`config.mk`:
```
export PLATFORM = sky130hd
export DESIGN_NAME = mem_prefetch_reader
export DESIGN_NICKNAME = d
export VERILOG_FILES = /design/src/rtl/mem_prefetch_reader.sv
export SDC_FILE = /design/constraint.sdc
export NUM_CORES = 1
export LEC_CHECK = 0
export CAP_MARGIN = 20
export CORE_ASPECT_RATIO = 0.6
export CORE_MARGIN = 3
export CORE_UTILIZATION = 40
export DETAILED_ROUTE_END_ITERATION = 16
export MAX_ROUTING_LAYER = met4
export PLACE_DENSITY = 0.62
export SLEW_MARGIN = 40
export SYNTH_ARGS = -nofsm -noshare
export SYNTH_HDL_FRONTEND = slang
export SYNTH_SLANG_ARGS = --single-unit
```
`constraint.sdc`:
```
create_clock -name clock -period 6.5 [get_ports clock]
set_input_delay 1.95 -clock clock [delete_from_list [all_inputs] [get_ports clock]]
set_output_delay 1.95 -clock clock [all_outputs]
set_load 0.03 [all_outputs]
```
`src/rtl/mem_prefetch_reader.sv`:
```
// Burst read initiator: credit-limited reads on the shared mem_* port, ID-matched returns into a FIFO, valid/ready word stream out.
// Optional MEM_PREFETCH_STATS_EN adds stat_stall, a saturating count of waitrequest-stalled read cycles.
module mem_prefetch_reader #(
  parameter int unsigned ID         = 1,
  parameter int unsigned BURST_BITS = 2,
  parameter int unsigned FIFO_BITS  = 4
) (
  input  logic        clock,
  input  logic        rst,
  input  logic        start,
  input  logic [29:0] base,
  input  logic [21:0] nbursts,
  output logic        busy,
  output logic        done,
  output logic        overrun,
  input  logic        mem_waitrequest,
  output logic [1:0]  mem_id,
  output logic [29:0] mem_address,
  output logic        mem_read,
  output logic        mem_write,
  output logic [31:0] mem_writedata,
  output logic [3:0]  mem_writedatamask,
  input  logic [31:0] mem_readdata,
  input  logic [1:0]  mem_readdataid,
  output logic [31:0] out_data,
  output logic        out_valid,
  input  logic        out_ready
`ifdef MEM_PREFETCH_STATS_EN
  ,
  output logic [31:0] stat_stall
`endif
);

  localparam int unsigned BURST_LEN = 1 << BURST_BITS;
  localparam int unsigned DEPTH     = 1 << FIFO_BITS;
  localparam int unsigned CW        = FIFO_BITS + 2;
  localparam logic [FIFO_BITS:0] PTR_ONE = (FIFO_BITS + 1)'(1);

  typedef enum logic [1:0] {IDLE, REQ, DRAIN} state_t;

  state_t             state;
  logic [21:0]        left;
  logic [CW-1:0]      inflight;
  logic [CW-1:0]      inflight_next;
  logic [CW-1:0]      fifo_count;
  logic [CW-1:0]      fifo_count_next;
  logic               credit_ok;

  logic [FIFO_BITS:0] wptr;
  logic [FIFO_BITS:0] rptr;
  logic [FIFO_BITS:0] mem_count;
  logic [31:0]        store [DEPTH];

  logic               id_match;
  logic               push;
  logic               pop;
  logic               load;
  logic               accept;
  logic               start_ok;

  assign mem_id            = 2'(ID);
  assign mem_write         = 1'b0;
  assign mem_writedata     = '0;
  assign mem_writedatamask = '0;

  // Occupancy includes the registered output word, so credit covers it too.
  always_comb begin
    id_match        = (mem_readdataid == 2'(ID));
    push            = id_match && (inflight != '0);
    pop             = out_valid && out_ready;
    accept          = mem_read && !mem_waitrequest;
    start_ok        = start && (state == IDLE);
    mem_count       = wptr - rptr;
    load            = (mem_count != '0) && (!out_valid || out_ready);
    fifo_count      = CW'(mem_count) + CW'(out_valid);
    fifo_count_next = fifo_count + CW'(push) - CW'(pop);
    inflight_next   = inflight + (accept ? CW'(BURST_LEN) : CW'(0)) - CW'(push);
    credit_ok       = (fifo_count_next + inflight_next) <= CW'(DEPTH - BURST_LEN);
  end

  always_ff @(posedge clock) begin
    if (!rst) begin
      state       <= IDLE;
      busy        <= 1'b0;
      done        <= 1'b0;
      overrun     <= 1'b0;
      mem_read    <= 1'b0;
      mem_address <= '0;
      left        <= '0;
      inflight    <= '0;
    end else begin
      done     <= 1'b0;
      inflight <= inflight_next;
      if (id_match && (inflight == '0))
        overrun <= 1'b1;
      case (state)
        IDLE: begin
          if (start_ok) begin
            if (nbursts == '0) begin
              done <= 1'b1;
            end else begin
              state       <= REQ;
              busy        <= 1'b1;
              mem_address <= base;
              left        <= nbursts;
              mem_read    <= credit_ok;
            end
          end
        end
        REQ: begin
          // A pending request is held until accepted; credit only grows meanwhile.
          if (accept) begin
            mem_address <= mem_address + 30'(BURST_LEN);
            left        <= left - 22'd1;
            if (left == 22'd1) begin
              state    <= DRAIN;
              mem_read <= 1'b0;
            end else begin
              mem_read <= credit_ok;
            end
          end else if (!mem_read) begin
            mem_read <= credit_ok;
          end
        end
        DRAIN: begin
          if (inflight_next == '0) begin
            state <= IDLE;
            busy  <= 1'b0;
            done  <= 1'b1;
          end
        end
        default: state <= IDLE;
      endcase
    end
  end

  always_ff @(posedge clock) begin
    if (push)
      store[wptr[FIFO_BITS-1:0]] <= mem_readdata;
  end

  always_ff @(posedge clock) begin
    if (!rst) begin
      wptr      <= '0;
      rptr      <= '0;
      out_valid <= 1'b0;
      out_data  <= '0;
    end else begin
      if (push)
        wptr <= wptr + PTR_ONE;
      if (load) begin
        out_data  <= store[rptr[FIFO_BITS-1:0]];
        out_valid <= 1'b1;
        rptr      <= rptr + PTR_ONE;
      end else if (pop) begin
        out_valid <= 1'b0;
      end
    end
  end

`ifdef MEM_PREFETCH_STATS_EN
  always_ff @(posedge clock) begin
    if (!rst || start_ok)
      stat_stall <= '0;
    else if (mem_read && mem_waitrequest && (stat_stall != '1))
      stat_stall <= stat_stall + 32'd1;
  end
`endif

endmodule

```
==> results of run 1 <==
## report_power, final
part,internal [mW],leakage (nW),switching (mW)
clock network,1.90,0.898,1.49
logic,1.40,3.82,1.74
registers,4.47,5.49,0.141
## layout make-up
type	count	area [sq um]
fill	5455	33020
sequential	619	17530
multi-input combinational	1065	7956
timing repair buffer	204	2026
clock buffer	70	1515
tap	839	1050
clock inverter	36	357.8
inverter	42	157.7
## layer usage
| layer | vias up | track usage, % | part of all wire (%) |
|---|---|---|---|
| met5 | - | - | 0 |
| met4 | 0 | 4.344 | 1.8 |
| met3 | 72 | 2.891 | 6.4 |
| met2 | 524 | 27.48 | 43 |
| met1 | 8071 | 29.99 | 48 |
| li1 | 7205 | - | - |
## kinds of logic after synthesis
kind of cell | synth area share, %
simple gates | 8.719
mux | 10.85
buf+inv | 3.598
flops | 67.07
other cells | 0.02875
fa+ha+maj | 1.859
compound gates | 7.382
xor+xnor | 0.5030
## state kept, by name, indices dropped and copies added, names as in the netlist, 2 cells and up
name and cells:
left 22, out_data 32, wptr 5, state 2
inflight 6, mem_address 30, rptr 5, store 512
## layout by cell type, fill, tap and decap left out, drive strengths merged, types with 17 or more instances in the layout
| cell type | count |
|---|---|
| clkbuf | 70 |
| inv | 44 |
| o22ai | 39 |
| o21ai | 56 |
| nor2 | 93 |
| clkdlybuf4s50 | 156 |
| mux4 | 64 |
| clkinv | 19 |
| a21oi | 68 |
| mux2i | 67 |
| nand2 | 190 |
| edfxtp | 512 |
| buf | 48 |
| a211oi | 66 |
| nor2b | 37 |
| conb | 39 |
| nand3 | 82 |
| dfxtp | 107 |
| ha | 34 |
| nor3 | 17 |
| mux2 | 64 |
## critical path, stage by stage
cell	delay, ns
clkdlybuf4s50_1	0.46
inv_1	0.05
a311oi_2	0.40
ha_1	0.22
inv_1	0.05
ha_1	0.26
inv_1	0.07
ha_1	0.28
inv_1	0.04
ha_1	0.31
ha_1	0.31
a211oi_1	0.38
o21bai_1	0.15
a21oi_1	0.19
xnor2_1	0.15
xnor2_1	0.14
o22ai_1	0.09
## worst max path at each step
stage          slack, ns           to
6_report            1.50     mem_read
3_5_place_dp        0.87     mem_read
3_3_place_gp        0.89     mem_read
4_1_cts             1.52     mem_read
5_1_grt             1.23     mem_read
2_1_floorplan       1.07  store[3][0]
## through the flow
stage               setup WS, ns  instances  area (sq um)
floorplan                  1.067       1872         26260
finish                     1.499       2875         30590
global placement          0.8913       2764         28560
CTS                        1.524       2874         30550
detailed placement        0.8674       2768         28680
global route               1.227       2875         30590
==> impl_metrics.toml, run 1 <==
[status]
status = "complete, no violations"

[sta]
tightest_slew_ns = 0.7872
max_slew_margin_pct = 47.52
rsz0062_at_grt = "false"
hold_violations = 0
skew_ns = 0.01788
fmax_mhz = 200.0
finalCritPeriodShare_pct = 76.94
hold_slack_ns = 0.4574
final-setup-viol-count = 0
drv_slew = 0
tns_ns = 0
min_period_ns = 5.001

[logic_synthesis]
yosysTopAreaCell = "edfxtp_1"
async_flop_share_pct = 0
yosysWarnings = 0
synth_area_leaders = "edfxtp_1 (59%), dfxtp_1 (8.2%), mux4_2 (5.5%), mux2_2 (2.8%), nand2_1 (2.7%)"
synth_top_area_share_pct = 58.86
postSynthRegisterBits = 619
ys_types = 72
syn_inst = 1835
synth_common_cells = "edfxtp_1 (512), nand2_1 (190), dfxtp_1 (107)"
syn_area_per_cell_sq_um = 14.23
synth_edf_count = 512
seq_area_frac_synth_pct = 67.07
netlist_area_sq_um = 26120
synth_most_common_cell = "edfxtp_1"
ys.flop_type = "edfxtp_1"

[critical_path]
end_kind = "register"
cp.arrival_ns = 5.50
cp_max_fo = 3
rr_startpoint = "rptr[3]"
ff2ff_path_depth = 16
criticalPathCategory = "in2reg"
start_kind = "input pin"
worstReg2RegEnd = "mem_read"
setup.worst_path.start = "mem_readdataid[0]"
ff2ff_setup_slack_ns = 2.43
crit_required_ns = 7.00

[clock_tree]
clock_path_buffers = 3
ctsHtreeMaxLevel = 2
clkSinkCount = 619
postCtsSetupRepairBufs = 0
clock_latency_ns = 0.64
path_clk_slew_ns = 0.06
ctsRootBufferMaster = "clkbuf_16"
cts_tree = "done"
post_cts_resized = 0
numCtsBuffers = 57
ctsHoldBuffers = 0

[floorplanning]
ios = 197
dieWidth_um = 335.9
initial_core_util_pct = 41.06
core_sq_um = 63610
die_h_um = 203.9
dieArea_sq_um = 68500
rows = 71

[place]
post-dp-hpwl_mm = 39.11
io_buffer_count = 157
place_congestion = 0.8538

[final_layout]
fin_nets = 2117
antennaDiodeCount = 0
drive_gt1_share_pct = 15.37
final_util_pct = 48.09
area_growth_pct = 17.11

[power]
power_mw = 11.14
power.density_nw_per_um2 = 364.2
vdd_drop_max_mv = 0.3972
leakage_nw = 10.21

[global_route]
antenna_found_initial = 2
grt_max_degree = 95
grt_first_pass_wirelength_mm = 98.07
grt_pass1_vias = 15190
grtUsageTotal_pct = 19.57
grt_remaining_overflow = 0

[route]
via_count = 15870
vias_per_cell = 5.521
routedWlPerCell_um = 22.93
ant_nets = 0
drcViolationCount = 0
wl_mm = 65.93
dr.pass1.iters = 5
drt-initial-drc-count = 1422

[job]
cap_violations = 0

[hold_path]
hold_path.startpoint = "out_data[11]"
whs_endpoint = "out_data[11]"
min_path_type = "reg2reg"
hold_path_depth = 2
Power figures use the tool's default switching activity.
==> run 2: changes to the inputs <==
--- a/config.mk
+++ b/config.mk
@@ -11,7 +11,7 @@
 export CORE_UTILIZATION = 40
 export DETAILED_ROUTE_END_ITERATION = 16
 export MAX_ROUTING_LAYER = met4
-export PLACE_DENSITY = 0.62
+export PLACE_DENSITY = 0.64
 export SLEW_MARGIN = 40
 export SYNTH_ARGS = -nofsm -noshare
 export SYNTH_HDL_FRONTEND = slang
==> constraint.sdc (replaced) <==
create_clock -name clock -period 4.1 [get_ports clock]
set_input_delay 1.23 -clock clock [delete_from_list [all_inputs] [get_ports clock]]
set_output_delay 1.23 -clock clock [all_outputs]
set_load 0.03 [all_outputs]
==> impl_metrics.toml, run 2 (synthesized netlist as in run 1, its figures left out) <==
[place]
io_buffer_count = 157
place_congestion = 0.8558
pre_cts_slack_ns = -0.6300
post-dp-hpwl_mm = 38.32
placed_cells = 2789

[critical_path]
slowest_delay_ns = 0.52
cp_max_fo = 2
crit_required_ns = 4.64
ff2ff_path_depth = 14
cp.arrival_ns = 4.61
cp.depth = 14
criticalPathCategory = "in2reg"
cpMaxStageDelayCell = "fa_2"
crit_family = "adder cells"
crit_chain = "clkdlybuf4s50_1 > inv_2 > a311oi_4 > ha_4 > ha_4 > fa_1 > inv_2 > ha_4 > inv_2 > fa_2 > inv_1 > o221ai_1 > o2111ai_2 > o22ai_1"
end_kind = "register"
crit_buf_inv = 5
start_kind = "input pin"

[power]
vdd_drop_max_mv = 0.6287
power.density_nw_per_um2 = 601.9
power_mw = 18.72
leakage_nw = 10.36

[clock_tree]
path_clk_slew_ns = 0.06
ctsRootBufferMaster = "clkbuf_16"
clkSinkCount = 619
cts_tree = "done"
clock_latency_ns = 0.62
ctsHoldBuffers = 0
clock_path_buffers = 3
numCtsBuffers = 57
ctsHtreeMaxLevel = 2

[sta]
setup_ws_ns = 0.03735
finalCritPeriodShare_pct = 99.09
final-setup-viol-count = 0
hold_slack_ns = 0.4562
hold_violations = 0
tightest_slew_ns = 0.7791
min_period_ns = 4.063
fmax_mhz = 246.1
max_slew_margin_pct = 47.89
drv_slew = 0
skew_ns = 0.01306

[hold_path]
min_path_type = "reg2reg"
hold_path_depth = 2

[final_layout]
layout_commonest_cell = "edfxtp_1"
final_cell_mix = "edfxtp_1 (512), nand2_1 (190), clkdlybuf4s50_1 (156)"
fin_cells = 2896
antennaDiodeCount = 0
area_growth_pct = 19.10
drive_gt1_share_pct = 17.36
largest_reg_flops = 512
fin_nets = 2139

[global_route]
grt_max_degree = 89
grt_remaining_overflow = 0
use_met3_pct = 3.554
grt.met1_usage_pct = 29.33
antenna_found_initial = 2
grtUsageTotal_pct = 19.71
grt_pass1_vias = 15670
grt_use_met2_pct = 28.22
busiest_layer = "met1"
grt_first_pass_wirelength_mm = 99.45

[route]
routedWlPerCell_um = 22.78
drt-initial-drc-count = 1588
via_count = 15940
drcViolationCount = 0
vias_per_cell = 5.504
ant_nets = 0
dr.pass1.iters = 5
wl_mm = 65.97

[floorplanning]
dieWidth_um = 335.9
rows = 71
ios = 197
dieArea_sq_um = 68500
initial_core_util_pct = 41.06
core_sq_um = 63610
die_h_um = 203.9

[job]
cap_violations = 0

[status]
status = "complete, no violations"
==> run 2: cell count changes in the layout (fill, tap and decap cells not counted), sizes merged <==
cell | before | now
buf | 48 | 70
clkbuf | 70 | 68
clkinv | 19 | 24
clkinvlp | 9 | 6
inv | 44 | 43
==> run 2: timing repair <==
action,CTS,global route
setup endpoints to repair,0,1
buffers inserted,0,2
resized for setup,0,32
==> run 2: metal layers <==
metal / up-vias / wire, um
met4: 0 / 1091
li1: 7271 / -
met5: - / 0
met3: 74 / 4024
met2: 480 / 28990
met1: 8114 / 31870
==> run 2: final cells by class <==
class                      instances  area [sq um]
tap                              839          1050
clock inverter                    37         356.6
inverter                          42         157.7
multi-input combinational       1065          8157
sequential                       619         17530
timing repair buffer             226          2374
clock buffer                      68          1489
fill                            5396         32500
==> run 2: through the flow <==
step	TNS (ns)	util (%)	cell area [sq um]
3_5_place_dp	-0.6300	45.70	29070
5_1_grt	-0.03419	48.91	31110
2_1_floorplan	-26.25	-	26280
4_1_cts	0	48.60	30910
3_3_place_gp	-0.6238	45.64	29030
6_report	0	48.91	31110
==> run 2: report_power, final <==
part / switching [mW] / total (mW) / internal [mW] / leakage [nW]
sequential: 0.172 / 7.25 / 7.08 / 5.49
combinational: 3.21 / 6.18 / 2.97 / 3.98
clock: 2.32 / 5.29 / 2.97 / 0.889
==> run 2: worst paths after layout <==
kind | startpoint | end | slack, ns
worst max-delay path | mem_readdataid[0] | mem_read | 0.04
worst min-delay path | out_data[25] | out_data[25] | 0.46
worst max register to register | inflight[4] | mem_read | 0.59
worst min register to register | out_data[25] | out_data[25] | 0.46
==> run 2: tightest hold or removal path, stage by stage, from the launching register on <==
cell and delay [ns]:
dfxtp_1 0.31, nand2_1 0.05, mux2i_1 0.05
